[src/rtl/i2c_target_if.sv]
// Bus-side bundle of the I2C target: raw SCL/SDA levels, the open-drain
// pull-low enable, the register-file strobes and the FSM debug state.
//
// Handshake: wr_en and rd_en are single-cycle valid strobes with no ready
// (no backpressure). wr_addr/wr_data are meaningful only while wr_en is high,
// and rd_addr only while rd_en is high.
`timescale 1ns/1ps
interface i2c_target_if #(
    parameter int PW = 4
);
    logic          SCL_in;
    logic          SDA_in;
    logic          SDA_oe;
    logic          wr_en;
    logic [PW-1:0] wr_addr;
    logic [7:0]    wr_data;
    logic          rd_en;
    logic [PW-1:0] rd_addr;
    logic          busy;
    logic [2:0]    dbg_state;

    // Target side: samples the bus, drives the pull-low and the strobes.
    modport slave (
        input  SCL_in,
        input  SDA_in,
        output SDA_oe,
        output wr_en,
        output wr_addr,
        output wr_data,
        output rd_en,
        output rd_addr,
        output busy,
        output dbg_state
    );

    // Bus/environment side.
    modport master (
        output SCL_in,
        output SDA_in,
        input  SDA_oe,
        input  wr_en,
        input  wr_addr,
        input  wr_data,
        input  rd_en,
        input  rd_addr,
        input  busy,
        input  dbg_state
    );
endinterface

[src/rtl/i2c_target.sv]
// I2C target (responder). Oversamples SCL/SDA on CLK, detects START,
// repeated START and STOP, matches a 7-bit address, and serves a byte
// register file through an auto-incrementing pointer. The first byte of a
// write transfer selects the pointer; following bytes are stored. Reads
// return bytes from the pointer onward. SDA is driven open-drain via SDA_oe.
`timescale 1ns/1ps
module i2c_target #(
    parameter logic [6:0] TARGET_ADDR = 7'h50,
    parameter int         DEPTH       = 16,
    parameter int         PW          = $clog2(DEPTH)
) (
    input  logic        CLK,
    input  logic        RST_N,
    i2c_target_if.slave bus
);

    typedef enum logic [2:0] {
        ST_IDLE      = 3'd0,
        ST_ADDR      = 3'd1,
        ST_ADDR_ACK  = 3'd2,
        ST_WR_DATA   = 3'd3,
        ST_RD_DATA   = 3'd4,
        ST_RD_ACK    = 3'd5,
        ST_WAIT_STOP = 3'd6
    } state_t;

    // Synchronizers and previous-value registers (idle bus is high).
    logic          r_scl_s1, r_scl_s2, r_scl_prev;
    logic          r_sda_s1, r_sda_s2, r_sda_prev;

    // FSM and datapath state.
    state_t        r_state;
    logic [3:0]    r_bit_cnt;
    logic [7:0]    r_shift;
    logic [7:0]    r_tx;
    logic          r_rw;
    logic          r_first;
    logic [PW-1:0] r_ptr;
    logic          r_sda_oe;
    logic          r_busy;
    logic          r_wr_en;
    logic [PW-1:0] r_wr_addr;
    logic [7:0]    r_wr_data;
    logic          r_rd_en;
    logic [PW-1:0] r_rd_addr;
    logic [7:0]    r_mem [DEPTH];

    // Next-state values.
    state_t        w_state_nxt;
    logic [3:0]    w_bit_cnt_nxt;
    logic [7:0]    w_shift_nxt;
    logic [7:0]    w_tx_nxt;
    logic          w_rw_nxt;
    logic          w_first_nxt;
    logic [PW-1:0] w_ptr_nxt;
    logic          w_sda_oe_nxt;
    logic          w_busy_nxt;
    logic          w_wr_en_nxt;
    logic [PW-1:0] w_wr_addr_nxt;
    logic [7:0]    w_wr_data_nxt;
    logic          w_rd_en_nxt;
    logic [PW-1:0] w_rd_addr_nxt;
    logic          w_mem_we;

    // Bus events derived from synchronized levels.
    logic          w_scl_rise, w_scl_fall, w_start, w_stop;
    logic [7:0]    w_byte;
    logic [7:0]    w_rd_byte;

    assign w_scl_rise = r_scl_s2 & ~r_scl_prev;
    assign w_scl_fall = ~r_scl_s2 & r_scl_prev;
    // SDA edges count as START/STOP only while SCL is high on both samples.
    assign w_start    = r_scl_s2 & r_scl_prev & r_sda_prev & ~r_sda_s2;
    assign w_stop     = r_scl_s2 & r_scl_prev & ~r_sda_prev & r_sda_s2;
    // Shift register contents with the bit being sampled now appended.
    assign w_byte     = {r_shift[6:0], r_sda_s2};
    assign w_rd_byte  = r_mem[r_ptr];

    // Two-flop synchronizers plus previous-value registers for edge detect.
    always_ff @(posedge CLK) begin
        if (!RST_N) begin
            r_scl_s1   <= 1'b1;
            r_scl_s2   <= 1'b1;
            r_scl_prev <= 1'b1;
            r_sda_s1   <= 1'b1;
            r_sda_s2   <= 1'b1;
            r_sda_prev <= 1'b1;
        end else begin
            r_scl_s1   <= bus.SCL_in;
            r_scl_s2   <= r_scl_s1;
            r_scl_prev <= r_scl_s2;
            r_sda_s1   <= bus.SDA_in;
            r_sda_s2   <= r_sda_s1;
            r_sda_prev <= r_sda_s2;
        end
    end

    // State and datapath registers.
    always_ff @(posedge CLK) begin
        if (!RST_N) begin
            r_state   <= ST_IDLE;
            r_bit_cnt <= '0;
            r_shift   <= '0;
            r_tx      <= '0;
            r_rw      <= 1'b0;
            r_first   <= 1'b0;
            r_ptr     <= '0;
            r_sda_oe  <= 1'b0;
            r_busy    <= 1'b0;
            r_wr_en   <= 1'b0;
            r_wr_addr <= '0;
            r_wr_data <= '0;
            r_rd_en   <= 1'b0;
            r_rd_addr <= '0;
        end else begin
            r_state   <= w_state_nxt;
            r_bit_cnt <= w_bit_cnt_nxt;
            r_shift   <= w_shift_nxt;
            r_tx      <= w_tx_nxt;
            r_rw      <= w_rw_nxt;
            r_first   <= w_first_nxt;
            r_ptr     <= w_ptr_nxt;
            r_sda_oe  <= w_sda_oe_nxt;
            r_busy    <= w_busy_nxt;
            r_wr_en   <= w_wr_en_nxt;
            r_wr_addr <= w_wr_addr_nxt;
            r_wr_data <= w_wr_data_nxt;
            r_rd_en   <= w_rd_en_nxt;
            r_rd_addr <= w_rd_addr_nxt;
        end
    end

    // Register file: cleared on reset, written at the pointer on commit.
    always_ff @(posedge CLK) begin
        if (!RST_N) begin
            for (int i = 0; i < DEPTH; i++) begin
                r_mem[i] <= '0;
            end
        end else if (w_mem_we) begin
            r_mem[r_ptr] <= w_byte;
        end
    end

    // Next-state and output logic; START/STOP override every state.
    always_comb begin
        w_state_nxt   = r_state;
        w_bit_cnt_nxt = r_bit_cnt;
        w_shift_nxt   = r_shift;
        w_tx_nxt      = r_tx;
        w_rw_nxt      = r_rw;
        w_first_nxt   = r_first;
        w_ptr_nxt     = r_ptr;
        w_sda_oe_nxt  = r_sda_oe;
        w_busy_nxt    = r_busy;
        w_wr_en_nxt   = 1'b0;
        w_wr_addr_nxt = r_wr_addr;
        w_wr_data_nxt = r_wr_data;
        w_rd_en_nxt   = 1'b0;
        w_rd_addr_nxt = r_rd_addr;
        w_mem_we      = 1'b0;

        if (w_start) begin
            // Repeated START keeps busy and the pointer.
            w_state_nxt   = ST_ADDR;
            w_bit_cnt_nxt = '0;
            w_sda_oe_nxt  = 1'b0;
        end else if (w_stop) begin
            // Any partial byte is simply dropped.
            w_state_nxt   = ST_IDLE;
            w_sda_oe_nxt  = 1'b0;
            w_busy_nxt    = 1'b0;
        end else begin
            case (r_state)
                ST_IDLE: begin
                    w_sda_oe_nxt = 1'b0;
                end

                ST_ADDR: begin
                    if (w_scl_rise && r_bit_cnt != 4'd8) begin
                        w_shift_nxt   = w_byte;
                        w_bit_cnt_nxt = r_bit_cnt + 4'd1;
                    end else if (w_scl_fall && r_bit_cnt == 4'd8) begin
                        if (r_shift[7:1] == TARGET_ADDR) begin
                            w_sda_oe_nxt = 1'b1;
                            w_busy_nxt   = 1'b1;
                            w_rw_nxt     = r_shift[0];
                            w_first_nxt  = 1'b1;
                            w_state_nxt  = ST_ADDR_ACK;
                        end else begin
                            w_busy_nxt   = 1'b0;
                            w_state_nxt  = ST_WAIT_STOP;
                        end
                    end
                end

                // ACK slot, shared by the address byte and every write byte.
                ST_ADDR_ACK: begin
                    if (w_scl_fall) begin
                        if (!r_rw) begin
                            w_sda_oe_nxt  = 1'b0;
                            w_bit_cnt_nxt = '0;
                            w_state_nxt   = ST_WR_DATA;
                        end else begin
                            // Load the byte and present its MSB right away.
                            w_tx_nxt      = {w_rd_byte[6:0], 1'b0};
                            w_sda_oe_nxt  = ~w_rd_byte[7];
                            w_rd_en_nxt   = 1'b1;
                            w_rd_addr_nxt = r_ptr;
                            w_bit_cnt_nxt = 4'd1;
                            w_state_nxt   = ST_RD_DATA;
                        end
                    end
                end

                ST_WR_DATA: begin
                    if (w_scl_rise && r_bit_cnt != 4'd8) begin
                        w_shift_nxt   = w_byte;
                        w_bit_cnt_nxt = r_bit_cnt + 4'd1;
                        if (r_bit_cnt == 4'd7) begin
                            if (r_first) begin
                                // Pointer byte; bits above the pointer width are ignored.
                                w_ptr_nxt   = w_byte[PW-1:0];
                                w_first_nxt = 1'b0;
                            end else begin
                                w_mem_we      = 1'b1;
                                w_wr_en_nxt   = 1'b1;
                                w_wr_addr_nxt = r_ptr;
                                w_wr_data_nxt = w_byte;
                                w_ptr_nxt     = r_ptr + 1'b1;
                            end
                        end
                    end else if (w_scl_fall && r_bit_cnt == 4'd8) begin
                        w_sda_oe_nxt = 1'b1;
                        w_state_nxt  = ST_ADDR_ACK;
                    end
                end

                // r_bit_cnt counts bits already placed on the bus.
                ST_RD_DATA: begin
                    if (w_scl_fall) begin
                        if (r_bit_cnt != 4'd8) begin
                            w_sda_oe_nxt  = ~r_tx[7];
                            w_tx_nxt      = {r_tx[6:0], 1'b0};
                            w_bit_cnt_nxt = r_bit_cnt + 4'd1;
                        end else begin
                            w_sda_oe_nxt  = 1'b0;
                            w_ptr_nxt     = r_ptr + 1'b1;
                            w_bit_cnt_nxt = '0;
                            w_state_nxt   = ST_RD_ACK;
                        end
                    end
                end

                // r_shift[0] holds the initiator's ACK bit once sampled.
                ST_RD_ACK: begin
                    if (w_scl_rise) begin
                        w_shift_nxt   = {r_shift[7:1], r_sda_s2};
                        w_bit_cnt_nxt = 4'd1;
                    end else if (w_scl_fall && r_bit_cnt == 4'd1) begin
                        if (r_shift[0]) begin
                            w_sda_oe_nxt = 1'b0;
                            w_busy_nxt   = 1'b0;
                            w_state_nxt  = ST_WAIT_STOP;
                        end else begin
                            w_tx_nxt      = {w_rd_byte[6:0], 1'b0};
                            w_sda_oe_nxt  = ~w_rd_byte[7];
                            w_rd_en_nxt   = 1'b1;
                            w_rd_addr_nxt = r_ptr;
                            w_bit_cnt_nxt = 4'd1;
                            w_state_nxt   = ST_RD_DATA;
                        end
                    end
                end

                ST_WAIT_STOP: begin
                    w_sda_oe_nxt = 1'b0;
                    w_busy_nxt   = 1'b0;
                end

                default: begin
                    w_state_nxt  = ST_IDLE;
                    w_sda_oe_nxt = 1'b0;
                    w_busy_nxt   = 1'b0;
                end
            endcase
        end
    end

    assign bus.SDA_oe    = r_sda_oe;
    assign bus.wr_en     = r_wr_en;
    assign bus.wr_addr   = r_wr_addr;
    assign bus.wr_data   = r_wr_data;
    assign bus.rd_en     = r_rd_en;
    assign bus.rd_addr   = r_rd_addr;
    assign bus.busy      = r_busy;
    assign bus.dbg_state = r_state;

endmodule

[src/flat_wrapper.sv]
// flat-port wrapper written by rule: the top's interface ports become plain ports
module i2c_target_flat 
#(
    parameter logic [6:0] TARGET_ADDR = 7'h50,
    parameter int         DEPTH       = 16,
    parameter int         PW          = $clog2(DEPTH)
)
  (CLK, RST_N, bus_SCL_in, bus_SDA_in, bus_SDA_oe, bus_wr_en, bus_wr_addr, bus_wr_data, bus_rd_en, bus_rd_addr, bus_busy, bus_dbg_state);
  i2c_target_if #(.PW(PW)) bus_i ();
  input  logic CLK;
  input  logic RST_N;
  input wire logic [$bits(bus_i.SCL_in)-1:0] bus_SCL_in;
  input wire logic [$bits(bus_i.SDA_in)-1:0] bus_SDA_in;
  output wire logic [$bits(bus_i.SDA_oe)-1:0] bus_SDA_oe;
  output wire logic [$bits(bus_i.wr_en)-1:0] bus_wr_en;
  output wire logic [$bits(bus_i.wr_addr)-1:0] bus_wr_addr;
  output wire logic [$bits(bus_i.wr_data)-1:0] bus_wr_data;
  output wire logic [$bits(bus_i.rd_en)-1:0] bus_rd_en;
  output wire logic [$bits(bus_i.rd_addr)-1:0] bus_rd_addr;
  output wire logic [$bits(bus_i.busy)-1:0] bus_busy;
  output wire logic [$bits(bus_i.dbg_state)-1:0] bus_dbg_state;
  assign bus_i.SCL_in = bus_SCL_in;
  assign bus_i.SDA_in = bus_SDA_in;
  assign bus_SDA_oe = bus_i.SDA_oe;
  assign bus_wr_en = bus_i.wr_en;
  assign bus_wr_addr = bus_i.wr_addr;
  assign bus_wr_data = bus_i.wr_data;
  assign bus_rd_en = bus_i.rd_en;
  assign bus_rd_addr = bus_i.rd_addr;
  assign bus_busy = bus_i.busy;
  assign bus_dbg_state = bus_i.dbg_state;
  i2c_target #(.TARGET_ADDR(TARGET_ADDR), .DEPTH(DEPTH), .PW(PW)) u_core (.CLK(CLK), .RST_N(RST_N), .bus(bus_i));
endmodule
[config.mk]
export PLATFORM = sky130hd
export DESIGN_NAME = i2c_target_flat
export DESIGN_NICKNAME = d
export VERILOG_FILES = /design/src/rtl/i2c_target_if.sv /design/src/rtl/i2c_target.sv /design/src/flat_wrapper.sv
export SDC_FILE = /design/constraint.sdc
export NUM_CORES = 1
export LEC_CHECK = 0
export BUFFER_PORTS_ARGS = -buffer_cell sky130_fd_sc_hd__buf_2
export CELL_PAD_IN_SITES_DETAIL_PLACEMENT = 0
export CELL_PAD_IN_SITES_GLOBAL_PLACEMENT = 1
export CORE_UTILIZATION = 41
export CTS_CLUSTER_DIAMETER = 150
export DETAILED_ROUTE_END_ITERATION = 12
export HOLD_SLACK_MARGIN = 0.05
export PLACE_DENSITY_LB_ADDON = 0.3
export SLEW_MARGIN = 20
export SYNTH_ARGS = -nofsm -noshare
export SYNTH_HDL_FRONTEND = slang
export SYNTH_SLANG_ARGS = --single-unit
[constraint.sdc]
create_clock -name CLK -period 6.25 [get_ports CLK]
set_input_delay 0.3125 -clock CLK [delete_from_list [all_inputs] [get_ports CLK]]
set_output_delay 0.3125 -clock CLK [all_outputs]
set_load 0.02 [all_outputs]
Word level (Yosys, flattened, before mapping)
Memories as Yosys holds them, arrays and structs flattened. A register that Yosys moved wholly into a read port is not among the register bits.
Cells that the tools add are included.
{"block": "op_classes", "muxes": 92, "bitwise_logic": 20, "reduce_logical": 29, "add_sub_neg": 2, "n_eq_ne": 46}
{"cell": "4-bit two-way mux", "count": 20}
{"cell": "8-bit two-way mux", "count": 9}
{"cell": "1-bit two-way mux", "count": 41}
{"cell": "3-bit two-way mux", "count": 11}
{"cell": "10-bit AND reduction", "count": 3}
{"cell": "2-bit by 1-bit inequality test with 1-bit output, second input constant", "count": 13}
{"cell": "8-bit one-hot mux with 3 select lines", "count": 1}
{"cell": "7-bit AND reduction", "count": 3}
{"cell": "4-bit by 1-bit inequality test with 1-bit output, second input constant", "count": 5}
{"cell": "3-bit one-hot mux with 6 select lines", "count": 1}
{"cell": "4-bit one-hot mux with 2 select lines", "count": 2}
{"cell": "4-bit one-hot mux with 4 select lines", "count": 1}
{"cell": "8-bit one-hot mux with 2 select lines", "count": 1}
{"cell": "8-bit AND reduction", "count": 2}
{"cell": "3-bit by 1-bit inequality test with 1-bit output, second input constant", "count": 5}
{"cell": "1-bit NOT", "count": 13}
{"cell": "4-bit by 2-bit inequality test with 1-bit output, second input constant", "count": 3}
{"cell": "6-bit AND reduction", "count": 2}
{"cell": "2-bit inequality test, second input constant", "count": 5}
{"cell": "5-bit AND reduction", "count": 2}
{"cell": "3-bit == test, second input constant", "count": 3}
{"cell": "9-bit AND reduction", "count": 1}
{"cell": "4-bit by 1-bit adder with 4-bit output, second input constant", "count": 2}
{"cell": "4-bit inequality test, second input constant", "count": 2}
{"cell": "other kinds (22)", "count": 38}
{"block": "word_totals", "ramBits": 128, "regBits": 55, "mem_count": 1, "output_inout_bits": 23, "wordCells": 212, "inputBits": 4}
{"name": "u_core.r_mem", "depth": 16, "word_bits": 8, "read_ports": 1, "rd_ports_with_merged_regs": 1, "write_ports": 16, "line_no": "i2c_target.sv:46", "source": "logic [7:0] r_mem [DEPTH];"}

Logic depth before layout (Yosys ltp)
{"block": "depth", "word_depth": 12, "depth_mapped": 9, "ltp_nobuf": 7}

Least setup slack after synthesis
Ideal clock, no wire load.
{"block": "synth_path", "kind": "register to register", "start": "register u_core.r_state[1] (netlist: u_core.bus.dbg_state[1])", "end": "memory u_core.r_mem[5][0] (enable)", "path_buffers": 2, "path_slack_ps": 3675, "setup_ps": 384, "synth_period_minus_slack_ps": 2575, "required_time_ps": 5866, "arrival_time_ps": 2191, "path_stages_with_launch": 7, "cell_sequence": "dfxtp_1 buf_2 nand4b_1 nor4_2 nand3b_1 clkbuf_1 o21ai_0"}
{"element": "start, declared", "line_no": "i2c_target.sv:32", "source": "state_t r_state;"}
{"element": "start signal, assigned", "line_no": "i2c_target.sv:116", "source": "r_state <= w_state_nxt;"}
{"element": "end, declared", "line_no": "i2c_target.sv:46"}

==> flow_summary_export.csv <==
group,metric,value,unit
synth,async_reset_ff_share,0,%
critical_path,worstPathRequired,6.30,ns
clocking,post_cts_hold_buffer_count,0,
timing,final.period_utilization,58.6,%
power_and_ir_drop,cell_internal_pwr,1970,uW
power_and_ir_drop,p_seq_share,54.4,%
synth,post_synth_num_cell_types,56,
finish,area_growth_syn_to_layout,10.1,%
critical_path,crit-reg2reg-launch,"u_core.bus.dbg_state[0]$_SDFFE_PN0P_",
timing,finalCriticalPeriod,3.66,ns
critical_path,worstPathMaxFanout,17,
power_and_ir_drop,clockPowerShare,42.8,%
finish,finalNetCount,729,
drt,vias,5602,
power_and_ir_drop,power_per_cell_area,265,mW/mm^2
critical_path,reg2reg_setup_slack,2.59,ns
clocking,cts-resized-gates,0,
synth,synth-main-ff-cell,"sky130_fd_sc_hd__edfxtp_1",
clocking,htree_num_levels,4,
place,place.gp.congestion,0.856,
floorplan,rows,52,
timing,fin_tns_setup,0,ns
drt,antenna_left,0,
clocking,tritoncts,"yes",
critical_path,capture_point_of_the_worst_reg_to_reg_path,"u_core.r_mem[7][2]$_SDFFCE_PN0P_",
floorplan,boundaryPins,27,
floorplan,initial_utilization,42.4,%
outcome,run_status,"finished clean",
power_and_ir_drop,combinational_power_share,2.9,%
place,dpl.hpwl,14.3,mm
timing,finalHoldViolCount,0,
drt,post_drt_wl_per_cell,21.6,microns
timing,rsz0062_at_grt,"false",
critical_path,start_kind,"flip-flop",
grt,grt_pass1_wl,33.1,mm
critical_path,critical_path_arrival,3.72,ns
worst_hold_path,min_path_cells,2,
job,cap_viol_max_count,0,
power_and_ir_drop,sw_ratio,22.3,%
grt,initial_antenna_violation_count,0,
synth,synth-seq-area-share,57.6,%
power_and_ir_drop,total_leakage_power,0.00322,uW
power_and_ir_drop,power_switching,566,uW
timing,drv_slew,0,
drt,drt_drc_violations_left,0,
drt,drt_iter0_drc,708,
timing,slew_headroom,28.3,%
critical_path,category_of_the_most_critical_setup_path,"flip-flop to flip-flop",
finish,drive_gt1_share,16.0,%
timing,tightest_slew,1.06,ns
clocking,cts_root_buf,"sky130_fd_sc_hd__clkbuf_16",
power_and_ir_drop,p_total,2540,uW
timing,worst_clock_skew,0.0121,ns
grt,grt_util_all_layers,20.8,%
clocking,numClockSinks,186,
clocking,clock_latency_at_the_later_pin_of_the_worst_skew_pair,0.43,ns
synth,synth_enable_flop_cells,128,
synth,number_of_flip_flops_and_latches_in_the_synthesized_netlist,186,
synth,synth_area_per_cell,12.1,sq um
critical_path,cell_depth_of_the_worst_flop_to_flop_path,4,
worst_hold_path,min_to,"u_core.r_scl_s1$_SDFF_PN1_",
worst_hold_path,timing.hold.worst.start,"bus_SCL_in",
critical_path,cp-end-kind,"flip-flop",
grt,gr-total-overflow,0,
finish,multiInputGateArea,0.00342,sq mm
drt,wl,21.6,mm
drt,avgViaCountPerCell,5.60,
floorplan,core_area,0.0205,sq mm
worst_hold_path,worst_hold_path_type,"input port to flip-flop",
finish,sequential_standard_cell_area,0.00501,sq mm
power_and_ir_drop,maximum_vdd_drop,163,uV
clocking,clkTransAtPathRegs,0.07,ns
floorplan,die_area,0.0218,sq mm
floorplan,vertical_die_dimension,148,microns
place,port_buffers,26,
floorplan,dieWidth,148,microns
grt,first_global_vias,5411,
synth,post_synth_inst_count,721,
clocking,cts_post_setup_buffers_inserted,0,
clocking,numCtsBuffers,17,
timing,final_number_of_setup_violating_endpoints,0,
finish,antenna_cells,0,
clocking,ctsLongestPathBuffers,2,
finish,n_fill_cell,1842,
synth,yosys_warnings,0,
synth,postSynthNetCount,732,
timing,fmax,273,MHz
grt,grt_max_degree,41,
synth,synthesis.area,0.00869,sq mm
drt,detailed_routing_iteration_count_for_the_pre_antenna_repair_pass,5,
==> cell families (layout without fill, tap and decap cells) <==
group | Yosys count | count (layout) | synth area share [%]
fa+ha+maj | 7 | 7 | 1.01
xor+xnor | 1 | 1 | 0.101
buf+inv | 66 | 76 | 3.14
compound gates | 105 | 105 | 8.42
flops | 186 | 186 | 57.6
mux | 50 | 50 | 10.1
simple gates | 306 | 306 | 19.7
==> worst max path at each step <==
stage                                         startpoint                                to  slack (ns)
floorplan           u_core.bus.dbg_state[1]$_SDFFE_PP0P_  u_core.r_mem[5][0]$_SDFFCE_PN0P_        3.67
global placement    u_core.bus.dbg_state[0]$_SDFFE_PN0P_  u_core.r_mem[5][6]$_SDFFCE_PN0P_        2.74
detailed placement  u_core.bus.dbg_state[0]$_SDFFE_PN0P_  u_core.r_mem[5][4]$_SDFFCE_PN0P_        2.55
CTS                 u_core.bus.dbg_state[0]$_SDFFE_PN0P_  u_core.r_mem[5][1]$_SDFFCE_PN0P_        2.54
global route        u_core.bus.dbg_state[0]$_SDFFE_PN0P_  u_core.r_mem[7][1]$_SDFFCE_PN0P_        2.24
finish              u_core.bus.dbg_state[0]$_SDFFE_PN0P_  u_core.r_mem[7][2]$_SDFFCE_PN0P_        2.59
==> worst max-delay path, stage by stage (launching register included) <==
cell and delay, ns:
sky130_fd_sc_hd__dfxtp_1 0.63, sky130_fd_sc_hd__nand2b_1 0.36, sky130_fd_sc_hd__nor4_2 0.75, sky130_fd_sc_hd__nand3b_1 0.58, sky130_fd_sc_hd__o21ai_0 0.97
==> layout by cell type, fill, tap and decap left out, types with 3 or more instances in the layout <==
master                      instances
sky130_fd_sc_hd__or3_1              7
sky130_fd_sc_hd__mux2i_1           20
sky130_fd_sc_hd__mux4_2            30
sky130_fd_sc_hd__nor2b_1            9
sky130_fd_sc_hd__nand2b_1          13
sky130_fd_sc_hd__nor2_1            41
sky130_fd_sc_hd__edfxtp_1         128
sky130_fd_sc_hd__a311oi_1           3
sky130_fd_sc_hd__inv_4              6
sky130_fd_sc_hd__nor4bb_1           3
sky130_fd_sc_hd__inv_8              3
sky130_fd_sc_hd__a21oi_1           30
sky130_fd_sc_hd__dfxtp_1           57
sky130_fd_sc_hd__a211oi_1           9
sky130_fd_sc_hd__nand3b_1           5
sky130_fd_sc_hd__inv_1             11
sky130_fd_sc_hd__nor4_1             3
sky130_fd_sc_hd__o32ai_1            3
sky130_fd_sc_hd__buf_2             26
sky130_fd_sc_hd__ha_1               7
sky130_fd_sc_hd__nand3_1           15
sky130_fd_sc_hd__a22oi_1           12
sky130_fd_sc_hd__nand2_1           48
sky130_fd_sc_hd__nor2_2             4
sky130_fd_sc_hd__clkbuf_16         19
sky130_fd_sc_hd__nor3_1            20
sky130_fd_sc_hd__o21ai_0           17
sky130_fd_sc_hd__o221a_2            8
sky130_fd_sc_hd__nor3b_1            3
sky130_fd_sc_hd__o21ai_1            8
sky130_fd_sc_hd__and2_1           118
sky130_fd_sc_hd__buf_4              7
==> registers in the layout, indices dropped and copies added, names as in the netlist, 4 cells and up, named ones only <==
register and cells:
u_core.r_shift 8, u_core.r_bit_cnt 4, u_core.r_ptr 4, u_core.bus.rd_addr 4, u_core.bus.wr_data 8, u_core.r_mem 128, u_core.r_tx 7, u_core.bus.wr_addr 4
==> through the flow <==
step / hold slack, ns / std cells / setup WS [ns] / area, sq um / util [%]
3_5_place_dp: 0.395 / 969 / 2.55 / 8980 / 43.8
3_3_place_gp: 0.393 / 969 / 2.74 / 8980 / 43.8
2_1_floorplan: 0.386 / 721 / 3.67 / 8690 / -
4_1_cts: 0.0570 / 1001 / 2.54 / 9570 / 46.7
5_1_grt: 0.0644 / 1001 / 2.24 / 9580 / 46.7
6_report: 0.0699 / 1001 / 2.59 / 9580 / 46.7
==> cells in the mapped netlist, types with 2 or more instances <==
master	count	area (sq um)
sky130_fd_sc_hd__nor4b_1	2	17.5
sky130_fd_sc_hd__inv_1	11	41.3
sky130_fd_sc_hd__a21boi_0	2	15.0
sky130_fd_sc_hd__ha_1	7	87.6
sky130_fd_sc_hd__o32ai_1	3	26.3
sky130_fd_sc_hd__nor4bb_1	3	30.0
sky130_fd_sc_hd__nor4_2	2	25.0
sky130_fd_sc_hd__nand3b_1	5	37.5
sky130_fd_sc_hd__nor4_1	3	18.8
sky130_fd_sc_hd__and2_0	2	12.5
sky130_fd_sc_hd__nor2_2	4	25.0
sky130_fd_sc_hd__buf_1	4	15.0
sky130_fd_sc_hd__nor2_1	41	154
sky130_fd_sc_hd__a311oi_1	3	26.3
sky130_fd_sc_hd__nand4_1	2	12.5
sky130_fd_sc_hd__a21o_1	2	15.0
sky130_fd_sc_hd__mux4_2	30	676
sky130_fd_sc_hd__a211oi_1	9	67.6
sky130_fd_sc_hd__nor3_1	20	100
sky130_fd_sc_hd__or3_1	7	43.8
sky130_fd_sc_hd__nand2b_1	13	81.3
sky130_fd_sc_hd__clkbuf_1	36	135
sky130_fd_sc_hd__a21oi_1	30	150
sky130_fd_sc_hd__a221oi_1	2	17.5
sky130_fd_sc_hd__nor3b_1	3	22.5
sky130_fd_sc_hd__dfxtp_1	58	1160
sky130_fd_sc_hd__a22oi_1	12	90.1
sky130_fd_sc_hd__nor2b_1	9	56.3
sky130_fd_sc_hd__o21ai_0	25	125
sky130_fd_sc_hd__nand2_1	48	180
sky130_fd_sc_hd__buf_2	14	70.1
sky130_fd_sc_hd__edfxtp_1	128	3840
sky130_fd_sc_hd__nand3_1	15	75.1
sky130_fd_sc_hd__mux2i_1	20	200
sky130_fd_sc_hd__o221a_2	8	90.1
sky130_fd_sc_hd__and2_1	118	738
==> per-layer routing <==
layer | routed length, microns | vias to the layer above | global-route usage (%)
li1 | - | 2615 | -
met1 | 9780 | 2785 | 28.9
met2 | 10400 | 179 | 33.8
met3 | 1120 | 23 | 3.06
met4 | 281 | 0 | 5.98
met5 | 0 | - | 0
==> layout make-up <==
| class | instances | area share (%) |
|---|---|---|
| multi-input combinational | 469 | 35.7 |
| clock buffer | 19 | 4.96 |
| tap | 270 | 3.53 |
| inverter | 11 | 0.431 |
| clock inverter | 13 | 1.19 |
| timing repair buffer | 33 | 1.91 |
| sequential | 186 | 52.3 |
==> power groups by stage <==
stage	Combinational, uW	Sequential [uW]	Clock [uW]
finish	72.6	1380	1080
global route	78.7	1380	1150
CTS	72.5	1380	1090
detailed placement	72.1	1410	0
global placement	70.5	1400	0
floorplan	55.7	1390	0
No activity file was read; power rests on OpenSTA's default activity.
